$ cat config.mk
export PLATFORM = sky130hd
export DESIGN_NAME = dm_store_buffer
export DESIGN_NICKNAME = d
export VERILOG_FILES = /design/src/rtl/dm_pkg.sv /design/src/rtl/dm_fifo.sv /design/src/rtl/dm_store_buffer.sv
export SDC_FILE = /design/constraint.sdc
export NUM_CORES = 1
export LEC_CHECK = 0
export CAP_MARGIN = 0
export CELL_PAD_IN_SITES_DETAIL_PLACEMENT = 1
export CELL_PAD_IN_SITES_GLOBAL_PLACEMENT = 1
export CORE_UTILIZATION = 45
export CTS_BUF_LIST = sky130_fd_sc_hd__clkbuf_8
export CTS_CLUSTER_DIAMETER = 200
export CTS_CLUSTER_SIZE = 25
export DETAILED_ROUTE_END_ITERATION = 7
export DONT_BUFFER_PORTS = 1
export PLACE_DENSITY = 0.74
export SKIP_CTS_REPAIR_TIMING = 1
export SLEW_MARGIN = 20
export SYNTH_ARGS = -nofsm -noshare
export SYNTH_HDL_FRONTEND = slang
export SYNTH_SLANG_ARGS = --single-unit
export TNS_END_PERCENT = 50
$ cat constraint.sdc
create_clock -name clock -period 3.2 [get_ports clock]
set_clock_uncertainty 0.15 [all_clocks]
set_input_delay 0.64 -clock clock [delete_from_list [all_inputs] [get_ports clock]]
set_output_delay 0.64 -clock clock [all_outputs]
set_load 0.05 [all_outputs]
$ cat src/rtl/dm_pkg.sv
// Shared definitions for the data-memory store buffer: FSM state encoding
// and default data/address widths.
package dm_pkg;

    localparam int DM_DW = 16;
    localparam int DM_AW = 16;

    typedef enum logic [1:0] {
        ST_IDLE  = 2'd0,
        ST_REQ   = 2'd1,
        ST_WRITE = 2'd2
    } dm_state_e;

endpackage

$ cat src/rtl/dm_fifo.sv
// Circular store-entry FIFO with count-register based full/empty; pointers
// wrap naturally because DEPTH is a power of two.
module dm_fifo
    import dm_pkg::*;
#(
    parameter int DEPTH = 4,
    parameter int DW    = DM_DW,
    parameter int AW    = DM_AW,
    parameter int CW    = $clog2(DEPTH) + 1
) (
    input  logic          clock,
    input  logic          rst,
    input  logic          push,
    input  logic [AW-1:0] push_addr,
    input  logic [DW-1:0] push_data,
    input  logic          pop,
    output logic [AW-1:0] head_addr,
    output logic [DW-1:0] head_data,
    output logic [CW-1:0] count,
    output logic          full,
    output logic          empty
);

    localparam int PW = $clog2(DEPTH);

    logic [AW-1:0] addr_mem_r [DEPTH];
    logic [DW-1:0] data_mem_r [DEPTH];
    logic [PW-1:0] head_ptr_r;
    logic [PW-1:0] tail_ptr_r;
    logic [CW-1:0] count_r;
    logic          push_ok_s;
    logic          pop_ok_s;

    assign full      = (count_r == CW'(DEPTH));
    assign empty     = (count_r == {CW{1'b0}});
    assign push_ok_s = push && !full;
    assign pop_ok_s  = pop && !empty;
    assign count     = count_r;
    assign head_addr = addr_mem_r[head_ptr_r];
    assign head_data = data_mem_r[head_ptr_r];

    // Entry storage: written at the tail on an accepted push, never reset.
    always_ff @(posedge clock) begin
        if (push_ok_s) begin
            addr_mem_r[tail_ptr_r] <= push_addr;
            data_mem_r[tail_ptr_r] <= push_data;
        end
    end

    // Pointers and occupancy count; reset discards all entries.
    always_ff @(posedge clock) begin
        if (rst) begin
            head_ptr_r <= {PW{1'b0}};
            tail_ptr_r <= {PW{1'b0}};
            count_r    <= {CW{1'b0}};
        end else begin
            if (push_ok_s) begin
                tail_ptr_r <= tail_ptr_r + PW'(1'b1);
            end
            if (pop_ok_s) begin
                head_ptr_r <= head_ptr_r + PW'(1'b1);
            end
            case ({push_ok_s, pop_ok_s})
                2'b10:   count_r <= count_r + CW'(1'b1);
                2'b01:   count_r <= count_r - CW'(1'b1);
                default: count_r <= count_r;
            endcase
        end
    end

endmodule

$ cat src/rtl/dm_store_buffer.sv
// In-order store buffer draining to data memory through a shared arbiter.
// Optional macro DM_STORE_STATS_EN adds a 16-bit commit counter output.
module dm_store_buffer
    import dm_pkg::*;
#(
    parameter int DEPTH = 4,
    parameter int DW    = DM_DW,
    parameter int AW    = DM_AW
) (
    input  logic          clock,
    input  logic          rst,
    input  logic          st_valid,
    input  logic [AW-1:0] st_addr,
    input  logic [DW-1:0] st_data,
    output logic          full,
    output logic          empty,
    output logic          overflow,
    output logic          mem_req,
    input  logic          mem_grant,
    output logic          mem_wr_en,
    output logic [AW-1:0] mem_addr,
`ifdef DM_STORE_STATS_EN
    output logic [DW-1:0] mem_data,
    output logic [15:0]   commit_cnt
`else
    output logic [DW-1:0] mem_data
`endif
);

    localparam int CW = $clog2(DEPTH) + 1;

    dm_state_e     state_r;
    dm_state_e     state_next_s;
    logic [CW-1:0] count_s;
    logic [AW-1:0] head_addr_s;
    logic [DW-1:0] head_data_s;
    logic          push_ok_s;
    logic          pop_s;
    logic          entries_left_s;
    logic          overflow_r;
    logic          mem_req_r;
    logic          mem_wr_en_r;
    logic [AW-1:0] mem_addr_r;
    logic [DW-1:0] mem_data_r;
    logic          req_next_s;
    logic          wr_next_s;
    logic [AW-1:0] addr_next_s;
    logic [DW-1:0] data_next_s;

    assign push_ok_s      = st_valid && !full;
    assign pop_s          = (state_r == ST_WRITE);
    assign entries_left_s = (count_s > CW'(1'b1)) || push_ok_s;

    dm_fifo #(
        .DEPTH (DEPTH),
        .DW    (DW),
        .AW    (AW),
        .CW    (CW)
    ) u_fifo (
        .clock     (clock),
        .rst       (rst),
        .push      (push_ok_s),
        .push_addr (st_addr),
        .push_data (st_data),
        .pop       (pop_s),
        .head_addr (head_addr_s),
        .head_data (head_data_s),
        .count     (count_s),
        .full      (full),
        .empty     (empty)
    );

    // FSM state register.
    always_ff @(posedge clock) begin
        if (rst) begin
            state_r <= ST_IDLE;
        end else begin
            state_r <= state_next_s;
        end
    end

    // FSM next-state logic.
    always_comb begin
        state_next_s = state_r;
        case (state_r)
            ST_IDLE: begin
                if (!empty) begin
                    state_next_s = ST_REQ;
                end else begin
                    state_next_s = ST_IDLE;
                end
            end
            ST_REQ: begin
                if (mem_grant) begin
                    state_next_s = ST_WRITE;
                end else begin
                    state_next_s = ST_REQ;
                end
            end
            ST_WRITE: begin
                if (entries_left_s) begin
                    state_next_s = ST_REQ;
                end else begin
                    state_next_s = ST_IDLE;
                end
            end
            default: state_next_s = ST_IDLE;
        endcase
    end

    // FSM output decode, computed for the upcoming state so outputs can be registered.
    // The head cannot move between REQ and WRITE, so sampling it on entry is safe.
    always_comb begin
        req_next_s  = 1'b0;
        wr_next_s   = 1'b0;
        addr_next_s = {AW{1'b0}};
        data_next_s = {DW{1'b0}};
        case (state_next_s)
            ST_REQ:   req_next_s = 1'b1;
            ST_WRITE: begin
                wr_next_s   = 1'b1;
                addr_next_s = head_addr_s;
                data_next_s = head_data_s;
            end
            default: begin
                req_next_s = 1'b0;
                wr_next_s  = 1'b0;
            end
        endcase
    end

    // Registered memory-side outputs.
    always_ff @(posedge clock) begin
        if (rst) begin
            mem_req_r   <= 1'b0;
            mem_wr_en_r <= 1'b0;
            mem_addr_r  <= {AW{1'b0}};
            mem_data_r  <= {DW{1'b0}};
        end else begin
            mem_req_r   <= req_next_s;
            mem_wr_en_r <= wr_next_s;
            mem_addr_r  <= addr_next_s;
            mem_data_r  <= data_next_s;
        end
    end

    // Sticky overflow: a store arrived while full, regardless of a same-cycle pop.
    always_ff @(posedge clock) begin
        if (rst) begin
            overflow_r <= 1'b0;
        end else if (st_valid && full) begin
            overflow_r <= 1'b1;
        end
    end

    assign overflow  = overflow_r;
    assign mem_req   = mem_req_r;
    assign mem_wr_en = mem_wr_en_r;
    assign mem_addr  = mem_addr_r;
    assign mem_data  = mem_data_r;

`ifdef DM_STORE_STATS_EN
    logic [15:0] commit_cnt_r;

    // Commit counter: one per WRITE closing edge, wraps naturally.
    always_ff @(posedge clock) begin
        if (rst) begin
            commit_cnt_r <= 16'd0;
        end else if (state_r == ST_WRITE) begin
            commit_cnt_r <= commit_cnt_r + 16'd1;
        end
    end

    assign commit_cnt = commit_cnt_r;
`endif

endmodule
==> results of run 1 <==
-- cell usage after synthesis, types with 3 or more instances --
library cell | count | area [um2]
inv_1 | 10 | 37.54
nor2_1 | 7 | 26.28
edfxtp_1 | 128 | 3844
mux4_1 | 8 | 210.2
a21oi_1 | 6 | 30.03
ha_1 | 8 | 100.1
mux4_2 | 24 | 540.5
clkbuf_1 | 6 | 22.52
dfxtp_1 | 44 | 880.8
buf_2 | 3 | 15.01
nor2b_1 | 33 | 206.5
and2_1 | 5 | 31.28
-- worst max-delay path, cell delays in order, from the launching register on --
cell,delay (ns)
dfxtp_1,0.38
inv_1,0.09
ha_1,0.20
a21boi_1,0.45
and2_2,0.61
buf_12,0.22
-- power by group through the flow --
| stage | Combinational, mW | Sequential (mW) | Clock, mW |
|---|---|---|---|
| 2_1_floorplan | 0.172 | 2.64 | 0 |
| 3_3_place_gp | 0.226 | 2.66 | 0 |
| 3_5_place_dp | 0.231 | 2.66 | 0 |
| 4_1_cts | 0.231 | 2.61 | 1.53 |
| 5_1_grt | 0.248 | 2.62 | 1.61 |
| 6_report | 0.224 | 2.61 | 1.49 |
-- worst max-delay path by stage --
stage / startpoint / endpoint / cells past startpoint
floorplan: st_valid / u_fifo.addr_mem_r[0][0]$_DFFE_PP_ / 2
global placement: st_valid / u_fifo.addr_mem_r[1][14]$_DFFE_PP_ / 3
detailed placement: u_fifo.count[1]$_SDFFE_PP0P_ / u_fifo.addr_mem_r[1][6]$_DFFE_PP_ / 5
CTS: u_fifo.count[1]$_SDFFE_PP0P_ / u_fifo.data_mem_r[1][15]$_DFFE_PP_ / 5
global route: u_fifo.count[1]$_SDFFE_PP0P_ / u_fifo.addr_mem_r[1][13]$_DFFE_PP_ / 5
finish: u_fifo.count[1]$_SDFFE_PP0P_ / u_fifo.addr_mem_r[1][13]$_DFFE_PP_ / 5
-- cell usage in the layout, fill, tap and decap left out, drive strengths merged, types with 2 or more instances in the layout --
cell      netlist  layout
mux2i           2       2
mux4           32      32
buf             7       8
o21ai           2       2
edfxtp        128     128
ha              8       8
dfxtp          44      44
nor2            7       7
bufinv          0       2
a21oi           6       6
or3             2       2
nor2b          33      33
clkbuf          6      18
clkinvlp        0       3
and2            5       5
xor2            2       2
inv            10      13
clkinv          0       6
-- layout make-up --
cell class                      instances  area share
Timing Repair Buffer                    8     0.01627
Tap cell                              176     0.03253
Sequential cell                       172      0.6983
Clock inverter                         14     0.02126
Multi-Input combinational cell        109      0.1895
Clock buffer                           18     0.03660
Inverter                               10    0.005545
-- layer usage --
metal  GRT usage  share of wire
met5           0              0
met4     0.07832          0.021
met3     0.06226          0.053
met2      0.2624           0.50
met1      0.2006           0.42
-- through the flow --
stage          utilization  power [mW]  worst slack (ns)  cells
2_1_floorplan            -       2.816            0.7941    304
3_3_place_gp        0.4816       2.881            0.8281    475
3_5_place_dp        0.4816       2.892            0.7487    475
4_1_cts             0.5111       4.375            0.7392    507
5_1_grt             0.5111       4.483            0.5999    507
6_report            0.5111       4.317            0.8080    507
-- sequential cells by signal (all words and copies together), names as in the netlist --
name               count
mem_data              16
overflow               1
u_fifo.data_mem_r     64
mem_wr_en              1
state_r                2
u_fifo.head_ptr_r      2
mem_addr              16
u_fifo.count           3
u_fifo.addr_mem_r     64
u_fifo.tail_ptr_r      2
mem_req                1
-- cell families (layout without fill, tap and decap cells) --
logic type	Yosys count	in the layout	synth area share
flip-flops	172	172	0.7716
AND/OR/NAND/NOR	52	52	0.05047
multiplexers	34	34	0.1259
buffers and inverters	23	50	0.01982
AO/OA/AOI/OAI	12	12	0.01165
adder cells (fa/ha/maj)	8	8	0.01635
XOR/XNOR	3	3	0.004292
==> metrics.txt, run 1 <==
outcome=finished clean; Reg-to-Reg Start=u_fifo.count[1]$_SDFFE_PP0P_; starting density of the core=0.4624; fill cell total of the finished layout=approximately 1,200; Internal=3.331 mW; Worst-Margin Slew=0.8977 ns; leakage power=2.200 nW; mapped cell area=6123 um2; Unique masters post-synth=29; DRT iter0 DRCs=approximately 150; Mapped Cells=around 300; Hold Path End=u_fifo.head_ptr_r[1]$_SDFFE_PP0P_; Layout Nets=362; reg-to-reg critical path endpoint=u_fifo.addr_mem_r[1][13]$_DFFE_PP_; Final min period=2.392 ns; CP Data Required Time=3.21 ns; Setup violations, final=0; placed inst area=6377 um2; NetSw=0.9857 mW; Clk pwr share=0.344; vias in the first global route=a little under 3,000; clk_lat worst skew=0.44 ns; num rows=42; critical path arrival=2.40 ns; Yosys reg bits=around 170; DP Wirelength=between 6 and 7 mm; Tightest Hold Check Type=in2reg; Post-synth EDFFs=~130; Worst-path clk slew=0.09 ns; Pwr per Cell Area=637.8 nW/um2; kind of critical path=reg2reg; reg-to-reg slack, setup=0.81 ns; Crit. End Element=flip-flop; area of the multi-input gates=1282 um2; period utilization=0.7475; Antenna Nets Post-Route=0; die width=118.7 um; ant diodes=0; TritonCTS clock tree=built; total track usage=0.1656; RSZ-0062 raised after global routing=no; maxcap violations=0; Async SR Flop Fraction=0; Core ar.=~13,000 um2; DR pass1 iterations=4; DRC=0; Die ar.=14,080 um2; # port buffers=0; Synth Flop Type=edfxtp_1; Reg power frac=0.604; Root Driver=clkbuf_8; final hold vios=0; first-pass GRT wire length=16.71 mm; Fmax=418.1 MHz; Seq/Total Area, Yosys=0.7716; worst hold path depth=1; fin area=6769 um2; peak supply drop=0.2503 mV; vias=around 2,600; Worst Hold Slack=just under 0.1 ns; crit start category=flip-flop; Post-Route WL=10.48 mm; initial antenna violation count=0; grt total ovfl=0; Slew HR=0.4016; synthesis-to-layout area growth=10.54%; Register Area=4727 um2; Yosys warning count=0; number of buffers created by CTS=17; sw frac=0.2283; gpl congestion=0.6811; chip height=about 120 um; Net Count, Synth=roughly 350; H-tree Lvls=4; layout cells sized above 1=0.2085; pin count of the biggest net entering global routing=35; Comb power frac=0.052; DR WL/cell=roughly 21 um; R2R depth=5; num ports=73; Clock Sinks=between 150 and 200; Setup TNS Final=0 ns; Clock Path Buffers=2; post-synthesis average cell area=a little over 20 um2; Slew Viols, Final=0; critical path fanouts, max=19; min-delay src=rst; Via density=5.174
No activity file was read; power rests on OpenSTA's default activity.
==> run 2, diff against run 1 <==
PLACE_DENSITY = 0.77   (was 0.74)
clock period = 2 ns   (was 3.2 ns; I/O delays follow)
==> run 2 against run 1 <==
Against the previous run: routed wire length up 5.7%; hold slack better by 0.17 ns; via count up 8.4%.
==> metrics.txt, run 2 (synthesis results as in run 1) <==
outcome=finished clean (unchanged); number of buffers created by CTS=17 (unchanged); Largest regs=u_fifo.addr_mem_r: 64 flops, u_fifo.data_mem_r: 64 flops (unchanged); critical path fanouts, max=6 (was 19); vias in the first global route=3,008 (was 2,906); critical path arrival=1.39 ns (was 2.40 ns); Tightest Hold Check Type=in2reg (unchanged); Worst Hold Slack=0.2625 ns (was 0.09630 ns); Pwr per Cell Area=983.4 nW/um2 (was 637.8 nW/um2); vias=2,844 (was 2,623); Worst-Margin Slew=0.5049 ns (was 0.8977 ns); fill cell total of the finished layout=1,205 (was 1,215); Via density=5.143 (was 5.174); initial antenna violation count=0 (unchanged); Layout Nets=408 (was 362); leakage power=2.442 nW (was 2.200 nW); DRT iter0 DRCs=163 (was 151); ant diodes=0 (unchanged); die width=118.7 um (unchanged); starting density of the core=0.4624 (unchanged); grt total ovfl=0 (unchanged); # port buffers=0 (unchanged); chip height=118.7 um (unchanged); Clock Sinks=172 (unchanged); Antenna Nets Post-Route=0 (unchanged); first-pass GRT wire length=16.79 mm (was 16.71 mm); most common cell after layout, fill and taps aside=edfxtp_1 (unchanged); synthesis-to-layout area growth=19.10% (was 10.54%); DRC=0 (unchanged); layout cells sized above 1=0.2255 (was 0.2085); Setup TNS Final=0 ns (unchanged); final hold vios=0 (unchanged); num ports=73 (unchanged); Core ar.=13,240 um2 (unchanged); TritonCTS clock tree=built (unchanged); Fmax=516.2 MHz; Clock Path Buffers=2 (unchanged); Worst-path clk slew=0.08 ns (was 0.09 ns); Post-Route WL=11.07 mm (was 10.48 mm); maxcap violations=0 (unchanged); Slew Viols, Final=0 (unchanged); crit start category=flip-flop (unchanged); peak supply drop=0.4585 mV (was 0.2503 mV); total track usage=0.1671 (was 0.1656); Die ar.=14,080 um2 (unchanged); gpl congestion=0.7077 (was 0.6811); DR WL/cell=20.02 um (was 20.67 um); Finished Core Util=0.5507 (was 0.5111); total power=7.172 mW (was 4.317 mW); Root Driver=clkbuf_8 (unchanged); CP Data Required Time=1.45 ns (was 3.21 ns); Slew HR=0.6629 (was 0.4016); pin count of the biggest net entering global routing=35 (unchanged); DP Wirelength=6.764 mm (was 6.671 mm); placed inst area=6482 um2 (was 6377 um2); fin area=7293 um2 (was 6769 um2); most frequent cells in the layout=edfxtp_1 (128), dfxtp_1 (40), dlygate4sd3_1 (35) (was edfxtp_1 (128), dfxtp_1 (42), nor2b_1 (33)); H-tree Lvls=4 (unchanged); Crit. End Element=output port (was flip-flop); period utilization=0.9686; clk_lat worst skew=0.46 ns (was 0.44 ns); Setup violations, final=0 (unchanged); kind of critical path=reg2out (was reg2reg); Final min period=1.937 ns; num rows=42 (unchanged); DR pass1 iterations=4 (unchanged)
## run 2: changes by cell type in the layout (fill, tap and decap cells not counted), moves of 2 or more
cell           change
buf_12             +4
buf_4              +6
clkinv_2           -3
dfxtp_1            -2
dfxtp_2            +2
dlygate4sd3_1     +35
inv_2              +2
## run 2: stage by stage
stage                     instances  setup WS [ns]
after floorplan                 304       -0.05338
after global placement          484         0.1111
after detailed placement        484        0.05541
after CTS                       516        -0.1198
after global routing            553       -0.01933
final                           553        0.06281
## run 2: path summary, 6_finish.rpt
kind / endpoint / slack [ns] / cells past startpoint / startpoint
max: empty / 0.06 / 4 / u_fifo.count[1]$_SDFFE_PP0P_
min reg2reg: u_fifo.count[1]$_SDFFE_PP0P_ / 0.37 / 2 / u_fifo.count[1]$_SDFFE_PP0P_
min: state_r[1]$_SDFF_PP0_ / 0.26 / 3 / mem_grant
max reg2reg: u_fifo.count[2]$_SDFFE_PP0P_ / 0.08 / 8 / u_fifo.count[1]$_SDFFE_PP0P_
## run 2: cell type report
class,instances,area [um2],area share
flip-flops and latches,172,4730,0.6485
multi-input cells,109,1292,0.1772
repair buffers,54,596.8,0.08183
clock buffers,18,247.7,0.03397
well taps,176,220.2,0.03019
clock inverters,14,168.9,0.02316
inverters,10,37.54,0.005147
## run 2: layer usage
| metal | track usage | part of all wire | routed length (um) | up-vias |
|---|---|---|---|---|
| met4 | 0.07595 | 0.017 | 183 | 0 |
| met1 | 0.1893 | 0.41 | 4530 | 1457 |
| met2 | 0.2858 | 0.52 | 5807 | 82 |
| li1 | - | - | - | 1292 |
| met3 | 0.05598 | 0.050 | 552 | 13 |
| met5 | 0 | 0 | 0 | - |
## run 2: worst max-delay path: stages, from the launching register on
cell     delay [ns]
dfxtp_2        0.34
inv_2          0.07
ha_2           0.19
nor2b_4        0.18
buf_12         0.16
## run 2: report_power, final
part,leakage (nW),internal [mW],switching (mW)
Clock,0.209,1.27,1.22
Sequential,1.53,4.02,0.151
Combinational,0.699,0.258,0.255
Total,2.44,5.54,1.63
==> run 3, diff against run 2 <==
--- a/constraint.sdc
+++ b/constraint.sdc
@@ -3,3 +3,3 @@
 set_input_delay 0.4 -clock clock [delete_from_list [all_inputs] [get_ports clock]]
 set_output_delay 0.4 -clock clock [all_outputs]
-set_load 0.05 [all_outputs]
+set_load 0.005 [all_outputs]
==> run 3 against run 2 <==
Against the previous run: die area is the same; global-route usage grew 0.23 points; first-iteration DRC count decreased by 6.7%; critical path type unchanged; non-clock buffer count fell by 2; via count is 0.14% lower; clock power fell by 6%; cell area decreased by 0.45%; sequential power decreased by 2%; utilization down 0.25 points.
==> metrics.txt, run 3 (synthesis results as in run 1) <==
period utilization=0.9675 (was 0.9686); DR pass1 iterations=4 (unchanged); synthesis-to-layout area growth=18.57% (was 19.10%); DR WL/cell=20.62 um (was 20.02 um); first-pass GRT wire length=16.73 mm (was 16.79 mm); num rows=42 (unchanged); leakage power=2.414 nW (was 2.442 nW); met1 Usage GRT=0.1808 (was 0.1893); Non-Filler Instances=551 (was 553); vias=2,840 (was 2,844); Setup violations, final=0 (unchanged); fill cell total of the finished layout=1,203 (was 1,205); Core ar.=13,240 um2 (unchanged); Worst-path clk slew=0.08 ns (about the same); CP max-delay cell=dfxtp_2 (unchanged); Clock Sinks=172 (unchanged); chip height=118.7 um (unchanged); Fmax=516.8 MHz (was 516.2 MHz); Final min period=1.935 ns (was 1.937 ns); ant diodes=0 (unchanged); critical path fanouts, max=6 (unchanged); peak supply drop=0.4609 mV (was 0.4585 mV); Worst Hold Slack=0.002270 ns (was 0.2625 ns); final hold vios=0 (unchanged); most common cell after layout, fill and taps aside=edfxtp_1 (unchanged); crit start category=flip-flop (unchanged); Root Driver=clkbuf_8 (unchanged); TritonCTS clock tree=built (unchanged); number of buffers created by CTS=17 (unchanged); DRT iter0 DRCs=152 (was 163); # port buffers=0 (unchanged); Most Used Layer, Global Route=met2 (unchanged); met3 usage=0.05840 (was 0.05598); Placed Cells=485 (was 484); Slew HR=0.7213 (was 0.6629); CP Data Required Time=1.45 ns (about the same); Finished Core Util=0.5483 (was 0.5507); Register Area=4730 um2 (unchanged); critical path arrival=1.39 ns (about the same); outcome=finished clean (unchanged); Antenna Nets Post-Route=0 (unchanged); Post-Route WL=11.36 mm (was 11.07 mm); Tightest Hold Check Type=in2reg (unchanged); die width=118.7 um (unchanged); starting density of the core=0.4624 (unchanged); H-tree Lvls=4 (unchanged); crit path cell chain=inv_1 -> ha_4 -> nor2b_2 -> buf_4 (was inv_2 -> ha_2 -> nor2b_4 -> buf_12); Largest regs=u_fifo.addr_mem_r: 64 flops, u_fifo.data_mem_r: 64 flops (unchanged); largest stage delay on the critical path=0.36 ns (was 0.34 ns); initial antenna violation count=0 (unchanged); Via density=5.154 (was 5.143); most frequent cells in the layout=edfxtp_1 (128), dfxtp_1 (40), dlygate4sd3_1 (34) (was edfxtp_1 (128), dfxtp_1 (40), dlygate4sd3_1 (35)); Clock Path Buffers=2 (unchanged); grt total ovfl=0 (unchanged); gpl congestion=0.7098 (was 0.7077); maxcap violations=0 (unchanged); GR Layer Usage met2=0.2968 (was 0.2858); Worst-Margin Slew=0.4181 ns (was 0.5049 ns); kind of critical path=reg2out (unchanged); Layout Nets=406 (was 408); vias in the first global route=2,984 (was 3,008); clk_lat worst skew=0.45 ns (was 0.46 ns); DP Wirelength=7.147 mm (was 6.764 mm); Pwr per Cell Area=951.8 nW/um2 (was 983.4 nW/um2); Crit. End Element=output port (unchanged); area of the multi-input gates=1304 um2 (was 1292 um2); pin count of the biggest net entering global routing=35 (unchanged); Slew Viols, Final=0 (unchanged); total track usage=0.1695 (was 0.1671); layout cells sized above 1=0.2267 (was 0.2255); DRC=0 (unchanged); Die ar.=14,080 um2 (unchanged); num ports=73 (unchanged)
-- run 3: per-layer routing --
layer	wire, um	vias to the layer above	share of wire
li1	-	1283	-
met1	4550	1468	0.40
met2	6191	71	0.54
met3	380	18	0.033
met4	240	0	0.021
met5	0	-	0
-- run 3: stage by stage --
step	TNS, ns	total power [mW]	setup slack (ns)	instance area (um2)
finish	0	6.911	0.06494	7261
global route	-0.007305	7.157	-0.007305	7261
CTS	-0.03332	6.901	-0.02619	6897
detailed placement	0	4.555	0.01167	6502
global placement	0	4.523	0.1294	6502
floorplan	-6.882	4.395	-0.05338	6128
-- run 3: where the power goes --
| group | switching [mW] | internal [mW] |
|---|---|---|
| registers | 0.0632 | 4.02 |
| clock network | 1.21 | 1.14 |
| logic | 0.235 | 0.246 |
-- run 3: final cells by class --
type	count	share of cell area
clock buffers	18	0.03412
clock inverters	14	0.02016
inverters	10	0.005170
multi-input cells	109	0.1796
flip-flops and latches	172	0.6514
well taps	176	0.03033
repair buffers	52	0.07927
-- run 3: worst paths after layout --
check / to / start / slack [ns] / cells after the start
max: empty / u_fifo.count[0]$_SDFFE_PP0P_ / 0.06 / 4
min: state_r[0]$_SDFF_PP0_ / mem_grant / 0.002 / 3
max reg2reg: u_fifo.count[2]$_SDFFE_PP0P_ / u_fifo.count[0]$_SDFFE_PP0P_ / 0.09 / 8
min reg2reg: overflow$_SDFFE_PP0P_ / overflow$_SDFFE_PP0P_ / 0.36 / 2
-- run 3: worst max-delay path, delay by kind of cell (launching register included) --
family / cells / cell delay, ns
flip-flops: 1 / 0.36
AND/OR/NAND/NOR: 1 / 0.15
adder cells (fa/ha/maj): 1 / 0.18
buffers and inverters: 2 / 0.25
